$ cat config.mk
export PLATFORM = sky130hd
export DESIGN_NAME = sync_fifo_thresh
export DESIGN_NICKNAME = d
export VERILOG_FILES = /design/src/rtl/sync_fifo_thresh.sv
export SDC_FILE = /design/constraint.sdc
export NUM_CORES = 1
export LEC_CHECK = 0
export ABC_AREA = 1
export BUFFER_PORTS_ARGS = -buffer_cell sky130_fd_sc_hd__buf_2
export CAP_MARGIN = 20
export CORE_AREA = 2 2 216 304
export DETAILED_ROUTE_END_ITERATION = 8
export DIE_AREA = 0 0 218 306
export HOLD_SLACK_MARGIN = 0.12
export PLACE_DENSITY = 0.6
export SYNTH_ARGS = -nofsm -noshare
export SYNTH_HDL_FRONTEND = slang
export SYNTH_SLANG_ARGS = --single-unit
$ cat constraint.sdc
create_clock -name clk -period 3.11 [get_ports clk]
set_clock_uncertainty 0.1 [all_clocks]
set_input_delay 0.1555 -clock clk [delete_from_list [all_inputs] [get_ports clk]]
set_output_delay 0.1555 -clock clk [all_outputs]
set_load 0.05 [all_outputs]
$ cat src/rtl/sync_fifo_thresh.sv
// ============================================================================
// sync_fifo_thresh : single-clock show-ahead FIFO, any depth, runtime
// almost-full/empty thresholds, flush, sticky error flags.
// Optional peak-occupancy watermark enabled by macro SYNC_FIFO_PEAK_EN.
// Rev 1.0
// ============================================================================
`default_nettype none

module sync_fifo_thresh #(
  parameter int DATA_WIDTH = 32,
  parameter int DEPTH      = 16,
  parameter int ADDR_W     = $clog2(DEPTH),
  parameter int CNT_W      = $clog2(DEPTH + 1)
) (
  input  logic                  clk,
  input  logic                  rst_n,
  input  logic                  flush,
  input  logic                  wr_en,
  input  logic [DATA_WIDTH-1:0] wr_data,
  output logic                  wr_ready,
  input  logic                  rd_en,
  output logic [DATA_WIDTH-1:0] rd_data,
  output logic                  rd_valid,
  output logic [CNT_W-1:0]      count,
  input  logic [CNT_W-1:0]      af_thresh,
  input  logic [CNT_W-1:0]      ae_thresh,
  output logic                  almost_full,
  output logic                  almost_empty,
  input  logic                  err_clr,
  output logic                  overflow,
  output logic                  underflow,
  output logic [CNT_W-1:0]      peak_count
);

  localparam logic [CNT_W-1:0]  FULL_CNT = CNT_W'(DEPTH);
  localparam logic [ADDR_W-1:0] LAST_PTR = ADDR_W'(DEPTH - 1);

  logic [DATA_WIDTH-1:0] mem [DEPTH];
  logic [ADDR_W-1:0]     wr_ptr;
  logic [ADDR_W-1:0]     rd_ptr;
  logic [CNT_W-1:0]      count_next;
  logic                  wr_acc;
  logic                  rd_acc;

  // Explicit wrap so non-power-of-2 depths never address past the last entry.
  function automatic logic [ADDR_W-1:0] ptr_inc(input logic [ADDR_W-1:0] p);
    return (p == LAST_PTR) ? '0 : p + ADDR_W'(1);
  endfunction

  assign wr_ready     = (count != FULL_CNT);
  assign rd_valid     = (count != '0);
  assign almost_full  = (count >= af_thresh);
  assign almost_empty = (count <= ae_thresh);
  assign rd_data      = mem[rd_ptr];

  // Flush swallows any request made in the same cycle.
  assign wr_acc = wr_en & wr_ready & ~flush;
  assign rd_acc = rd_en & rd_valid & ~flush;

  always_comb begin
    count_next = count;
    if (wr_acc && !rd_acc) begin
      count_next = count + CNT_W'(1);
    end else if (rd_acc && !wr_acc) begin
      count_next = count - CNT_W'(1);
    end
  end

  always_ff @(posedge clk) begin
    if (rst_n && wr_acc) begin
      mem[wr_ptr] <= wr_data;
    end
  end

  always_ff @(posedge clk) begin
    if (!rst_n || flush) begin
      wr_ptr <= '0;
      rd_ptr <= '0;
      count  <= '0;
    end else begin
      if (wr_acc) wr_ptr <= ptr_inc(wr_ptr);
      if (rd_acc) rd_ptr <= ptr_inc(rd_ptr);
      count <= count_next;
    end
  end

  // Sticky flags: a new error event in the clearing cycle takes priority.
  always_ff @(posedge clk) begin
    if (!rst_n) begin
      overflow  <= 1'b0;
      underflow <= 1'b0;
    end else begin
      if (wr_en && !wr_ready && !flush) overflow <= 1'b1;
      else if (err_clr)                 overflow <= 1'b0;
      if (rd_en && !rd_valid && !flush) underflow <= 1'b1;
      else if (err_clr)                 underflow <= 1'b0;
    end
  end

`ifdef SYNC_FIFO_PEAK_EN
  always_ff @(posedge clk) begin
    if (!rst_n || flush) begin
      peak_count <= '0;
    end else if (count_next > peak_count) begin
      peak_count <= count_next;
    end
  end
`else
  assign peak_count = '0;
`endif

endmodule

`default_nettype wire

==> flow_results.org <==
** Yosys
- Leading cell types by count after synthesis :: 564 x nand2_1, 512 x edfxtp_1, 235 x nand3_1
- Averaged over all synthesized cells, the footprint is ~11 um2.
- EDFF count, synth :: ~510
- Among all cell types in the netlist, the one instantiated most often is nand2_1.
- For this run, the register share of the synthesized area comes to 0.710.
- Dominant register cell in the synthesized netlist :: edfxtp_1
- Count of state elements after synthesis :: 531
- Post-Syn Area :: 22200 um2
- Share of synthesized registers carrying an async set or reset :: 0
- Yosys printed 0 warnings.
- Of the post-synthesis cell area, the dominant cell type holds 0.692.
- After synthesis, the netlist uses 23 different library cells.
- Number of standard cells after synthesis :: a little under 2000
- Top area cells in the synthesized netlist :: edfxtp_1 69%, nand2_1 9.5%, nand3_1 5.3%, nor2_1 3.5%, inv_1 2.4%
- Summed over all instances, the cell type with the most area after synthesis is edfxtp_1.

** Floorplanning
- The initial utilization of the core area, before any placement, comes to 0.348.
- Total Die Area :: between 60000 and 70000 um2
- Vertical extent of the die :: a little over 300 um
- Number of standard-cell rows in the floorplan :: 110
- Std-Cell Core Area :: ~64000 um2
- Pin placement for this block handled 96 I/O pins.
- Measured along the x axis, the die boundary spans ~220 um.

** CTS
- The longest clock path from root to sink contains 3 buffers.
- The clock tree synthesis step divided the H-tree into 2 levels.
- In this run the clock root is driven by a clkbuf_16.
- Clock tree from TritonCTS :: yes
- Worst skew pair latency :: approximately 560 ps
- Once the clock tree was built, the setup fixing pass inserted 0 buffers.
- Clock transition at the registers of the reported paths :: roughly 70 ps
- The tree built by TritonCTS fans out to approximately 530 sinks.
- Inserted Clock Buffers :: 48

** Final layout
- Final Util :: 0.403
- The repair_antennas step left the layout with diodes totalling 0.
- Compared with the post-synthesis result, the final layout area differs by 16.0%.
- The net count of the finished layout is 2163.
- Design area :: between 20000 and 30000 um2
- In the final layout, the share of cells above drive strength 1 is 0.107.

** Setup path
- Kind of start point of the critical path :: flip-flop
- Crit Path Max Fanout :: 141
- Required time reported for the critical path endpoint :: approximately 2900 ps
- CP max stage cell :: dfxtp_4
- The critical path is of the flip-flop to output pin type.
- Traced cell by cell, the critical path runs through buf_16, nand2_1, nand2_1, nand2_1, nand3_1, nand3_1, nand2_1, buf_2.
- Worst stage delay on the critical path :: a little over 500 ps
- Crit. End Element :: output pin
- Among the stages of the critical path, the cell type that occurs most often is nand2_1.
- Arrival @ worst endpoint :: ~2700 ps

** Outcome
- Run status :: finished, final reports clean

** GRT
- Entering global routing, the biggest net connects ~140 pins.
- Met3 track demand over resource in global routing :: 0.0271
- Met1 track utilization from global routing :: 0.215
- Global Route Usage Sum :: 0.175
- In the global route stage, met2 resource usage came out at 0.311.
- Residual overflow from global routing :: 0
- Vias in the first global route :: between 10000 and 15000
- The global routing stage identified its most utilized layer as met2.
- Global-route wire length before repair :: a little under 90000 um
- The number of antenna violations at the first check in global routing came to 1.

** Pwr
- The completed layout was analyzed and its total power is roughly 14 mW.
- Summed over all cells, the static leakage comes to approximately 9.7 nW.
- Dividing total power by cell area gives a power density of approximately 560 nW/um2.
- Largest voltage drop on the vdd net :: 0.502 mV

** Routing
- Via density per instance :: ~5
- Routed wire per std cell :: about 20 um
- Detailed routing inserted a total of ~15000 vias.
- Wire length after detailed routing :: slightly below 60000 um
- In this run, the number of DRC markers left after iteration 0 of detailed routing was 1128.
- For this run, the detailed router's first-pass iteration total came to 7.
- DRC :: 0
- In this run the remaining antenna-violating nets after routing total 0.

** Placed design
- Port Buffers :: 90
- At the end of routability-driven placement, the weighted congestion stood at between 0.7 and 0.8.
- Detailed-placement wirelength estimate :: roughly 34000 um
- Once placement finished, the instance area stood at approximately 24000 um2.

** STA
- Final max-slew violation count :: 0
- For the pin with the worst max-slew slack, the measured transition is between 700 and 800 ps.
- The worst pin sits at a relative slew slack of 0.517.
- Top achievable clock speed :: 344 MHz
- RSZ-0062 raised after global routing :: false
- Setup violations remaining at the end of the flow were counted as 0.
- Final critical-path required period :: 2910 ps
- Final clock period utilization by the worst path :: 0.935
- Hold_ws :: slightly above 400 ps
- Hold Fails Final Rpt :: 0

** Job
- Max-cap viol count :: 0

** Hold path
- The worst hold path belongs to the class flip-flop to flip-flop.
-- per-stage QoR --
step | setup WS [ps] | instances | setup TNS (ps)
2_1_floorplan | -230 | 1977 | -116990
3_5_place_dp | 495 | 2844 | 0
5_1_grt | 10.7 | 2971 | 0
6_report | 203 | 2971 | 0
3_3_place_gp | 528 | 2844 | 0
4_1_cts | 58.6 | 2971 | 0
-- registers in the layout, indices dropped and copies added, names as in the netlist, named ones only --
name       count
underflow      1
rd_ptr         4
overflow       1
mem          512
wr_ptr         4
count          5
-- layer usage --
layer | vias up | share of wire
met5 | - | 0
met4 | 0 | 0.029
met3 | 99 | 0.053
met2 | 470 | 0.51
met1 | 7169 | 0.41
li1 | 6944 | -
-- worst max-delay path, delay by kind of cell (launching register included) --
kind | cells | cell delay [ps]
buf+inv | 2 | 770
simple gates | 6 | 670
flops | 1 | 510
-- cell type report --
type / instances / area, um2
clock buffer: 56 / 1250
fill: 6105 / 38100
timing repair buffer: 177 / 1470
sequential: 531 / 15800
tap: 840 / 1050
clock inverter: 30 / 254
multi-input combinational: 1193 / 5410
inverter: 144 / 551
-- placed cells by master (no fill, tap or decap), types with 6 or more instances in the layout --
cell and instances:
a21oi_1 15, buf_12 19, buf_2 89, buf_4 25, clkbuf_1 7, clkbuf_16 49
clkinv_1 12, clkinv_2 8, dfxtp_1 15, dlygate4sd3_1 41, edfxtp_1 512, ha_1 19
inv_1 141, nand2_1 563, nand3_1 235, nand4_1 6, nor2_1 189, nor2_4 16
o211ai_1 43, o21ai_0 70, o21ai_1 25
-- timing repair --
action,CTS,global route
endpoints found under the setup margin,0,4
gates resized for setup,0,4
hold endpoints to repair,530,0
hold buffers,41,0
-- where the power goes --
part	internal (mW)	switching [mW]	leakage, nW
clock network	3.21	2.58	0.732
logic	0.218	0.596	4.21
registers	7.86	0.0188	4.76
-- cell families (layout without fill, tap and decap cells) --
group	after synthesis	in the layout	share of synthesized area
simple gates	1011	1011	0.185
flops	531	531	0.710
buf+inv	253	407	0.0528
compound gates	154	154	0.0397
fa+ha+maj	20	20	0.0116
xor+xnor	3	3	0.00118
other cells	1	5	0.000169
-- worst paths after layout --
path,slack [ps],to,from,cells past startpoint
hold / removal,410,flip-flop,rd_ptr[3]$_SDFFE_PP0N_,2
setup reg to reg,470,mem[9][23]$_DFFE_PP_,count[1]$_SDFFE_PP0P_,7
setup / recovery,200,rd_data[4],flip-flop,8
hold reg to reg,410,flip-flop,rd_ptr[3]$_SDFFE_PP0N_,2
No activity file was read; power rests on OpenSTA's default activity.
